===== src/rtl/lcd_frame_scheduler.sv =====
// Purpose: paces full-screen SSD1963 refreshes; launches LCD draw + framebuffer reader, swaps buffers at frame edges.
// Latency: tick (controller idle) -> wr_lcd/reader_start/swap_ack one cycle later; timeout_err shows in the abort cycle.
// Backpressure: frame_sync low holds the launch; ticks that find a frame in flight or pending are counted, never queued.
module lcd_frame_scheduler #(
    parameter int FRAME_PERIOD = 3333333,
    parameter int TIMEOUT      = 20000000,
    parameter int ADDR_W       = 32
) (
    input  logic              clk,
    input  logic              rst,
    input  logic              enable,
    input  logic [7:0]        dvsr_cfg,
    input  logic              swap_req,
    input  logic [ADDR_W-1:0] back_base,
    input  logic              err_clr,
    input  logic              frame_sync,
    output logic              wr_lcd,
    output logic [7:0]        dvsr,
    output logic              reader_start,
    output logic [ADDR_W-1:0] front_base,
    output logic              swap_ack,
    output logic              busy,
    output logic [15:0]       frame_count,
    output logic [15:0]       skip_count,
    output logic              timeout_err
);
    localparam int CNT_W = $clog2(FRAME_PERIOD);
    localparam int WD_W  = $clog2(TIMEOUT);
    localparam logic [CNT_W-1:0] CNT_LAST = CNT_W'(FRAME_PERIOD - 1);
    localparam logic [WD_W-1:0]  WD_LAST  = WD_W'(TIMEOUT - 1);

    typedef enum logic [2:0] {
        S_IDLE,
        S_WAIT_TICK,
        S_WAIT_READY,
        S_LAUNCH,
        S_WAIT_START,
        S_DRAWING
    } state_t;

    state_t            state;
    state_t            next_state;
    logic [CNT_W-1:0]  period_cnt;
    logic [WD_W-1:0]   watchdog;
    logic              tick;
    logic              wd_last;
    logic              launch_go;
    logic              timeout_hit;
    logic              frame_done;
    logic              skip_hit;
    logic              err_q;
    logic              swap_pending;
    logic [ADDR_W-1:0] swap_addr;
    logic              swap_apply;
    logic [ADDR_W-1:0] swap_src;

    assign tick      = enable && (period_cnt == CNT_LAST);
    assign wd_last   = (watchdog == WD_LAST);
    assign launch_go = (next_state == S_LAUNCH);

    // A tick is lost whenever a frame is pending (WAIT_READY) or already in flight.
    assign skip_hit = tick && ((state == S_WAIT_READY) || (state == S_LAUNCH) ||
                               (state == S_WAIT_START) || (state == S_DRAWING));

    // A request arriving in the launch-decision cycle is honoured right away, with its newest address,
    // so the reader and the LCD always start on one consistent buffer.
    assign swap_apply = swap_pending || swap_req;
    assign swap_src   = swap_req ? back_base : swap_addr;

    // Sticky flag plus the live abort, so the flag is visible in the abort cycle itself.
    assign timeout_err = err_q || timeout_hit;

    // Free-running frame period counter, parked at zero while scheduling is disabled.
    always_ff @(posedge clk or posedge rst) begin
        if (rst)
            period_cnt <= '0;
        else if (!enable || tick)
            period_cnt <= '0;
        else
            period_cnt <= period_cnt + CNT_W'(1);
    end

    // State register.
    always_ff @(posedge clk or posedge rst) begin
        if (rst)
            state <= S_IDLE;
        else
            state <= next_state;
    end

    // Next-state logic; enable only takes effect between frames, never mid-frame.
    always_comb begin
        next_state  = state;
        timeout_hit = 1'b0;
        frame_done  = 1'b0;
        case (state)
            S_IDLE: begin
                if (enable)
                    next_state = S_WAIT_TICK;
            end
            S_WAIT_TICK: begin
                if (!enable)
                    next_state = S_IDLE;
                else if (tick)
                    next_state = frame_sync ? S_LAUNCH : S_WAIT_READY;
            end
            S_WAIT_READY: begin
                if (frame_sync)
                    next_state = S_LAUNCH;
                else if (!enable)
                    next_state = S_IDLE;
            end
            S_LAUNCH: begin
                next_state = S_WAIT_START;
            end
            S_WAIT_START: begin
                if (!frame_sync) begin
                    next_state = S_DRAWING;
                end else if (wd_last) begin
                    timeout_hit = 1'b1;
                    next_state  = S_WAIT_TICK;
                end
            end
            S_DRAWING: begin
                if (frame_sync) begin
                    frame_done = 1'b1;
                    next_state = enable ? S_WAIT_TICK : S_IDLE;
                end else if (wd_last) begin
                    timeout_hit = 1'b1;
                    next_state  = S_WAIT_TICK;
                end
            end
            default: next_state = S_IDLE;
        endcase
    end

    // Per-phase watchdog: restarts at launch and again when the controller starts drawing.
    always_ff @(posedge clk or posedge rst) begin
        if (rst)
            watchdog <= '0;
        else if ((state == S_WAIT_START && frame_sync) || state == S_DRAWING)
            watchdog <= watchdog + WD_W'(1);
        else
            watchdog <= '0;
    end

    // Launch pulses and busy, registered so they appear together in the LAUNCH cycle.
    always_ff @(posedge clk or posedge rst) begin
        if (rst) begin
            wr_lcd       <= 1'b0;
            reader_start <= 1'b0;
            busy         <= 1'b0;
        end else begin
            wr_lcd       <= launch_go;
            reader_start <= launch_go;
            busy         <= (next_state == S_LAUNCH) || (next_state == S_WAIT_START) ||
                            (next_state == S_DRAWING);
        end
    end

    // Divisor is sampled once per frame, clamped to the controller's minimum of 2.
    always_ff @(posedge clk or posedge rst) begin
        if (rst)
            dvsr <= 8'd4;
        else if (launch_go)
            dvsr <= (dvsr_cfg < 8'd2) ? 8'd2 : dvsr_cfg;
    end

    // Swap latch and front buffer; a request in the LAUNCH cycle itself waits for the next frame.
    always_ff @(posedge clk or posedge rst) begin
        if (rst) begin
            swap_pending <= 1'b0;
            swap_addr    <= '0;
            front_base   <= '0;
            swap_ack     <= 1'b0;
        end else if (launch_go) begin
            swap_pending <= 1'b0;
            swap_ack     <= swap_apply;
            if (swap_apply)
                front_base <= swap_src;
        end else begin
            swap_ack <= 1'b0;
            if (swap_req) begin
                swap_pending <= 1'b1;
                swap_addr    <= back_base;
            end
        end
    end

    // Completed frames wrap; skipped ticks saturate.
    always_ff @(posedge clk or posedge rst) begin
        if (rst) begin
            frame_count <= '0;
            skip_count  <= '0;
        end else begin
            if (frame_done)
                frame_count <= frame_count + 16'd1;
            if (skip_hit && skip_count != 16'hFFFF)
                skip_count <= skip_count + 16'd1;
        end
    end

    // Sticky watchdog flag; a new abort beats a simultaneous clear.
    always_ff @(posedge clk or posedge rst) begin
        if (rst)
            err_q <= 1'b0;
        else if (timeout_hit)
            err_q <= 1'b1;
        else if (err_clr)
            err_q <= 1'b0;
    end

endmodule


===== config.mk =====
export PLATFORM = sky130hd
export DESIGN_NAME = lcd_frame_scheduler
export DESIGN_NICKNAME = d
export VERILOG_FILES = /design/src/rtl/lcd_frame_scheduler.sv
export SDC_FILE = /design/constraint.sdc
export NUM_CORES = 1
export LEC_CHECK = 0
export ABC_AREA = 1
export CORE_ASPECT_RATIO = 1.25
export CORE_MARGIN = 3
export CORE_UTILIZATION = 28
export CTS_CLUSTER_SIZE = 12
export DETAILED_ROUTE_END_ITERATION = 6
export GPL_TIMING_DRIVEN = 1
export MAX_ROUTING_LAYER = met4
export PLACE_DENSITY_LB_ADDON = 0.1
export SKIP_LAST_GASP = 1
export SYNTH_ARGS = -nofsm -noshare
export SYNTH_HDL_FRONTEND = slang
export SYNTH_SLANG_ARGS = --single-unit
export TNS_END_PERCENT = 100

===== constraint.sdc =====
create_clock -name clk -period 5.9 [get_ports clk]
set_clock_uncertainty 0.1 [all_clocks]
set_input_delay 0.59 -clock clk [delete_from_list [all_inputs] [get_ports clk]]
set_output_delay 0.59 -clock clk [all_outputs]
set_load 0.05 [all_outputs]

Word-level counts from Yosys, hierarchy flattened
Index checks and enable logic that the tools add are counted.

operators by class
  magnitude comparators = 1
  reduce and logical (&&, ||, !) cells = 18
  add/sub/neg operators = 4
  muxes and demuxes = 26
  eq/ne operators = 11

operators by type and width
  operator                                             number
  adder 16 x 1 -> 16 bit, second input constant        2
  2-to-1 mux 32 bit                                    1
  adder 25 x 1 -> 25 bit, second input constant        1
  equality test 25 bit, second input constant          1
  2-to-1 mux 25 bit                                    1
  2-to-1 mux 3 bit                                     8
  adder 22 x 1 -> 22 bit, second input constant        1
  equality test 22 bit, second input constant          1
  2-to-1 mux 22 bit                                    1
  one-hot mux 3 bit (6 select lines)                   1
  inequality test 16 bit, second input constant        1
  equality test 3 bit, second input constant           4
  2-to-1 mux 1 bit                                     12
  equality test 3 x 2 -> 1 bit, second input constant  3
  logical OR 1 bit                                     9
  < comparator 8 x 2 -> 1 bit, second input constant   1
  2-to-1 mux 8 bit                                     1
  logical AND 1 bit                                    4
  nonzero test 2 bit                                   2
  equality test 3 x 1 -> 1 bit, second input constant  1
  zero test 3 bit                                      1
  one-hot mux 1 bit (2 select lines)                   1
  AND reduction 2 bit                                  1
  zero test 1 bit                                      1

word-level totals
  input port bits = 46
  word-level logic and storage cells = 73
  register bits after elaboration = 159
  output and inout port bits = 77

Depth between registers and ports, before layout
Gate-level depths: netlist (run 1).

  depth after elaboration = 8
  gate-level depth with buffers = 17
  mapped depth without buffers = 16

Least setup slack after synthesis (run 1)
No wires, ideal clock.

  kind = flip-flop to output port
  from = register watchdog[0]
  to = output timeout_err
  cell stages (with the launch flop) = 9
  path slack = 3.635 ns
  buffers on the path = 0
  data arrival time = 1.575 ns
  required time = 5.210 ns
  path through = dfrtp_1 ha_1 nand2_1 inv_1 nand3_1 nor2_2 and3_1 nand2_1 nand2_1

on the way
  cells in the longest elaborated chain, start to end = 5
  elaborated cells between the ends (all ways) = 6
  classes of those cells = 1 x eq/ne; 4 x mux; 1 x reduce/logical

ends and longest elaborated chain
  what                                    line      source
  start, declared                         44        logic [WD_W-1:0] watchdog;
  start signal, assigned                  142       watchdog <= watchdog + WD_W'(1);
  equality test 25 bit (*)                58        assign wd_last = (watchdog == WD_LAST);
  2-to-1 mux 1 bit (*)                    119, 128
  2-to-1 mux 1 bit (on tied branches)     125, 117
  one-hot mux 1 bit (2 select lines) (*)  96        case (state)
  logical OR 1 bit (*)                    71        assign timeout_err = err_q || timeout_hit;
  end, declared                           25        output logic timeout_err

Every way passes the cells marked *; elsewhere a longest branch is shown, timed or not.

Worst setup path after layout (run 1)
Ends and elaborated chain as after synthesis.

==> impl_metrics.yaml, run 1 <==
cts:
  holdBufCountCts: 0
  clk_pin_slew_ns: 0.06
  cts_tree: "built"
  cts_made_buffers: 17
  cts_root_buf: "clkbuf_16"
  clock_insertion_delay_worst_skew_ns: 0.42
  cts_setup_buffers: 0
  cts_buffer_depth: 2
  ctsResizeCount: 0
  cts_sinks: 159
  h-tree-depth: 4
timing:
  relSlewSlack: 0.417
  finalHoldViolCount: 0
  whs_ns: 0.370
  maxSlewViolCount: 0
  fin_ws_ns: 2.31
  finalSetupTns_ns: 0
  final.min_clock_period_ns: 3.59
  worst_slew_pin_slew_ns: 0.875
  fmax_mhz: 279
  fin_crit_sh: 0.608
  rsz0062_at_grt: "false"
  setup_viol: 0
synthesis:
  ys_seq_area_frac: 0.504
  synth_edf_count: 0
  synth_ff_type: "dfrtp_1"
  avgSynthCellArea_um2: 7.99
  synth_nets: 1039
  syn_inst: 988
  ys_seq_elements: 159
  yosysUniqueCellTypes: 39
  syn_area_mm2: 0.00789
  ys_warn_count: 0
  synthArstFlopShare: 1.00
setup_path:
  setup.worst_path.start_class: "flop"
  crit_top_cell: "nand2_1"
  crit_fanout: 6
  worstPathRequired_ns: 5.21
  cp-end-kind: "primary output"
  critPathKind: "flop to primary output"
  max_stage_delay_ns: 0.79
  worst-path-buf-inv: 2
  critPathSlowestCell: "clkdlybuf4s50_1"
  path_cells: "ha_1, nand2_1, inv_1, nand3_1, nor2_2, and3_1, nand2_1, nand2_1, clkdlybuf4s50_1"
  cpLargestDelayFamily: "simple AND/OR/NAND/NOR gates"
  crit_arrival_ns: 2.90
flow_run:
  cap_violations: 0
global_routing:
  track_usage: 0.149
  grt_pass1_vias: 6911
  grt_overflow: 0
  grt_antenna_before_repair: 0
  grt_max_degree: 93
  grt_first_pass_wirelength_um: 35600
cells_and_area:
  n_antenna_cell: 0
  multiInputGateArea_mm2: 0.00329
  seqCellArea_mm2: 0.00398
  num-fill-cells: 2852
  area_delta_synth_final_pct: 26.8
  finish.utilization: 0.362
  drive_gt1_frac: 0.0548
  nNetsFinal: 1152
detailed_routing:
  via_count: 6679
  drtAntennaViolNets: 0
  via_per_inst: 4.57
  totalWireLength_um: 20900
  first_iter_violations: 294
  drc: 0
  first_pass_iters: 4
  wl_per_cell_um: 14.3
power:
  p_leak_uw: 0.00454
  powerDensity_mw_per_mm2: 260
  vdd_drop_max_v: 0.000174
  p_total_uw: 2600
placed_design:
  gp_congestion: 0.817
  io_buffers: 122
  place_ws_ns: 2.65
  hpwl_um: 14300
floorplanning:
  rows: 68
  core-area_mm2: 0.0277
  ios: 123
  die_x_um: 156
  dieArea_mm2: 0.0302
  start_util: 0.285
  fp.dieH_um: 194
worst_hold_path:
  hp-class: "flop to flop"
status:
  outcome: "completed"
## power breakdown
| group | leakage (µW) | internal, µW | switching [µW] |
|---|---|---|---|
| clock | 0.000279 | 643 | 450 |
| combinational | 0.00215 | 106 | 230 |
| sequential | 0.00212 | 1130 | 36.9 |
## synthesized netlist by cell type (2+ instances only)
cell type,n,area share
nand2_1,265,0.13
dfrtp_1,158,0.50
inv_1,112,0.053
nor2_1,91,0.043
nand4_1,51,0.040
o21ai_0,50,0.032
o21ai_1,39,0.025
nor3_1,37,0.023
nand3_1,34,0.022
a21oi_1,20,0.013
xor2_1,20,0.022
xnor2_1,19,0.021
buf_2,16,0.010
clkbuf_1,14,0.0067
nor4_1,11,0.0087
inv_2,9,0.0043
ha_1,5,0.0079
nor3b_1,4,0.0038
a211oi_1,3,0.0029
nor2_2,3,0.0024
nor3_2,3,0.0038
or2_2,3,0.0024
a31oi_1,2,0.0016
buf_4,2,0.0019
nand2_4,2,0.0029
nor2_4,2,0.0029
## routing by layer
layer	vias to the layer above	wire, µm	global-route usage
li1	3428	-	-
met1	3124	10200	0.200
met2	115	9830	0.235
met3	12	648	0.0275
met4	0	207	0.0367
met5	-	0	-
## area by class of cell
cell class,count,share of cell area
flip-flops and latches,159,0.398
multi-input cells,674,0.329
repair buffers,127,0.125
inverters,122,0.0463
clock buffers,21,0.0460
well taps,350,0.0438
clock inverters,10,0.0113
## state kept, by name, summed over array words and instances (netlist names)
signal / count
state: 3
busy: 1
skip_count: 16
frame_count: 16
watchdog: 25
swap_addr: 32
reader_start: 1
err_q: 1
dvsr: 8
period_cnt: 22
swap_ack: 1
swap_pending: 1
front_base: 32
## logic make-up (layout without fill, tap and decap cells)
kind of cell / Yosys count / in the layout / share of synthesized area
xor gates and xnor gates: 39 / 39 / 0.0433
buffers and inverters: 155 / 280 / 0.0782
adders and majority gates: 5 / 5 / 0.00793
DFF: 159 / 159 / 0.504
AOI/OAI and AO/OA: 119 / 119 / 0.0799
and+or+nand+nor: 511 / 511 / 0.286
## through the flow
stage	std cells	instance area [µm²]
6_report	1463	10000
5_1_grt	1463	10000
4_1_cts	1463	10000
3_5_place_dp	1432	9430
3_3_place_gp	1432	9430
2_1_floorplan	988	7890
## cells in the final DEF (no fill, tap or decap), drive strengths merged, types with 2 or more instances in the layout
cell type	Yosys	layout
a211oi	3	3
nand4	51	51
nor3	40	40
a31oi	2	2
clkinv	1	6
xor2	20	20
buf	19	6
nor3b	4	4
nor2	96	96
o21ai	90	90
clkinvlp	0	2
clkdlybuf4s50	0	121
nand2	267	267
a21oi	20	20
ha	5	5
dfrtp	158	158
or2	4	4
bufinv	0	2
nor4	11	11
clkbuf	14	21
xnor2	19	19
inv	121	122
nand3	35	35
## worst paths after layout
check                                       startpoint                           to  slack, ns  cells after the start
min in group asynchronous                          rst   front_base[29]$_DFFE_PP0P_       0.63                      2
setup / recovery                 watchdog[0]$_DFF_PP0_                  timeout_err       2.31                      9
max in group asynchronous                          rst   frame_count[9]$_DFFE_PP0P_       4.01                      3
hold reg to reg            frame_count[15]$_DFFE_PP0P_  frame_count[15]$_DFFE_PP0P_       0.37                      1
hold / removal             frame_count[15]$_DFFE_PP0P_  frame_count[15]$_DFFE_PP0P_       0.37                      1
setup reg to reg                 watchdog[0]$_DFF_PP0_   front_base[20]$_DFFE_PP0P_       2.79                     12
## worst reg2reg max path, stage by stage (launching register included)
cell,delay [ns]
dfrtp_1,0.45
ha_1,0.20
nand2_1,0.05
inv_1,0.09
nand3_1,0.16
nor2_2,0.27
nand4_1,0.14
nand2_1,0.09
inv_2,0.04
nand2_4,0.35
nand3_2,0.73
nand2_1,0.24
nand2_1,0.08
Note: power is estimated with default switching activity, not from simulation.
==> run 2, diff against run 1 <==
Clock period 5.9 ns to 2.9 ns, I/O delays scaled along.
==> run 2 against run 1 <==
Worst setup slack worse by 2.0 ns. Global-route usage is 0.12 points higher. Critical path type unchanged. Worst hold slack worse by 0.28 ns. Register-to-register slack worse by 2.2 ns. Cell count is 0.75% higher. Die area stayed put. Core utilization is 0.69 points higher. Critical path depth stayed put. Count of clock-buffer cells in the layout is 2 lower. Routed wire length is 1.2% higher. Highest routed layer unchanged. Sequential power is 100% higher. Combinational power is 110% higher.
==> impl_metrics.yaml, run 2 (synthesized netlist as in run 1, its figures left out) <==
global_routing:
  grt_antenna_before_repair: 0
  grt_pass1_vias: 7037
  grt_first_pass_wirelength_um: 36000
  grt_max_degree: 128
  grt_overflow: 0
  track_usage: 0.151
floorplanning:
  dieArea_mm2: 0.0302
  start_util: 0.285
  core-area_mm2: 0.0277
  rows: 68
  fp.dieH_um: 194
  ios: 123
  die_x_um: 156
timing:
  fmax_mhz: 391
  fin_crit_sh: 0.881
  rsz0062_at_grt: "false"
  finalHoldViolCount: 0
  maxSlewViolCount: 0
  finalSetupTns_ns: 0
  final.min_clock_period_ns: 2.56
  relSlewSlack: 0.485
  fin_ws_ns: 0.345
  setup_viol: 0
  worst_slew_pin_slew_ns: 0.772
setup_path:
  setup.worst_path.start_class: "flop"
  cp-end-kind: "primary output"
  crit_arrival_ns: 2.17
  worstPathRequired_ns: 2.51
  critPathKind: "flop to primary output"
  crit_fanout: 6
detailed_routing:
  via_per_inst: 4.62
  totalWireLength_um: 21200
  drc: 0
  drtAntennaViolNets: 0
  wl_per_cell_um: 14.4
  first_pass_iters: 4
  via_count: 6811
  first_iter_violations: 403
cells_and_area:
  fin_cells: 1474
  seqCellArea_mm2: 0.00398
  n_antenna_cell: 0
  finish.utilization: 0.369
  layout_commonest_cell: "nand2_1"
  layout_common_cells: "265 x nand2_1, 158 x dfrtp_1, 120 x clkdlybuf4s50_1"
  reg.largest.list: "front_base (32), swap_addr (32), watchdog (25)"
  multiInputGateArea_mm2: 0.00329
  area_delta_synth_final_pct: 29.2
  drive_gt1_frac: 0.0649
  nNetsFinal: 1162
  num-fill-cells: 2835
cts:
  cts_buffer_depth: 2
  cts_sinks: 159
  clk_pin_slew_ns: 0.06
  cts_made_buffers: 17
  cts_tree: "built"
  cts_setup_buffers: 0
  h-tree-depth: 4
  cts_root_buf: "clkbuf_16"
  clock_insertion_delay_worst_skew_ns: 0.43
power:
  swShare: 0.263
  vdd_drop_max_v: 0.000400
  p_int_uw: 4180
  comb_power_share: 0.124
  p_sw_uw: 1500
  powerDensity_mw_per_mm2: 557
  p_leak_uw: 0.00464
  seqPwrFrac: 0.419
  power.share.clock: 0.457
status:
  outcome: "completed"
placed_design:
  hpwl_um: 15000
  io_buffers: 122
  place_ws_ns: 0.458
  dp_cells: 1441
  gp_congestion: 0.811
flow_run:
  cap_violations: 0
worst_hold_path:
  hp-class: "primary input to flop"
run 2: cell types whose count changed in the layout (fill, tap and decap cells not counted):
cell and change:
dlygate4sd3_1 +1, clkdlybuf4s50_1 -1, clkbuf_8 -1, clkinv_4 +2, inv_6 -1, clkbuf_1 -1
clkinvlp_4 +1, buf_4 +9, bufinv_16 +4, clkinv_2 -3, buf_12 +1
run 2: power groups by stage:
stage               registers [µW]  clock network (µW)  logic [µW]
floorplan                     2510                   0         362
global placement              2420                   0         717
detailed placement            2420                   0         717
CTS                           2380                2680         722
global route                  2390                2760         787
finish                        2380                2600         702
run 2: layout make-up:
class | instances | share of cell area
flip-flops and latches | 159 | 0.390
inverters | 122 | 0.0453
repair buffers | 137 | 0.132
well taps | 350 | 0.0430
multi-input cells | 674 | 0.323
clock inverters | 13 | 0.0231
clock buffers | 19 | 0.0435
run 2: timing repair:
item / CTS / global route
hold endpoints to repair: 1 / 0
hold buffers: 1 / 0
gates resized for setup: 0 / 0
run 2: through the flow:
stage	hold WS, ns	power [µW]	cell area (µm²)
5_1_grt	0.0989	5940	10200
6_report	0.0861	5680	10200
4_1_cts	0.0754	5780	10200
3_3_place_gp	0.356	3140	9500
3_5_place_dp	0.362	3140	9500
2_1_floorplan	0.280	2870	7890
run 2: worst paths after layout:
| check | from | endpoint | slack, ns | depth (start not counted) |
|---|---|---|---|---|
| max | watchdog[0]$_DFF_PP0_ | timeout_err | 0.34 | 9 |
| min | swap_req | swap_pending$_DFFE_PP0P_ | 0.09 | 3 |
| max reg2reg | period_cnt[0]$_DFF_PP0_ | dvsr[2]$_DFFE_PP1N_ | 0.57 | 13 |
| min reg2reg | front_base[12]$_DFFE_PP0P_ | front_base[12]$_DFFE_PP0P_ | 0.38 | 2 |
| max in group asynchronous | rst | watchdog[17]$_DFF_PP0_ | 1.21 | 4 |
| min in group asynchronous | rst | swap_addr[30]$_DFFE_PP0P_ | 0.54 | 3 |
run 2: routing by layer:
layer	track usage	routed length, µm	vias to the layer above
li1	-	-	3447
met1	0.194	9870	3236
met2	0.246	10500	109
met3	0.0252	569	19
met4	0.0402	259	0
met5	-	0	-
run 2: critical path, cell delays in order, from the launching register on:
cell and delay [ns]:
dfrtp_1 0.44, ha_1 0.19, nand2_1 0.05, inv_1 0.09
nand3_1 0.16, nor2_2 0.19, and3_1 0.21, nand2_1 0.13
nand2_1 0.08, buf_4 0.19
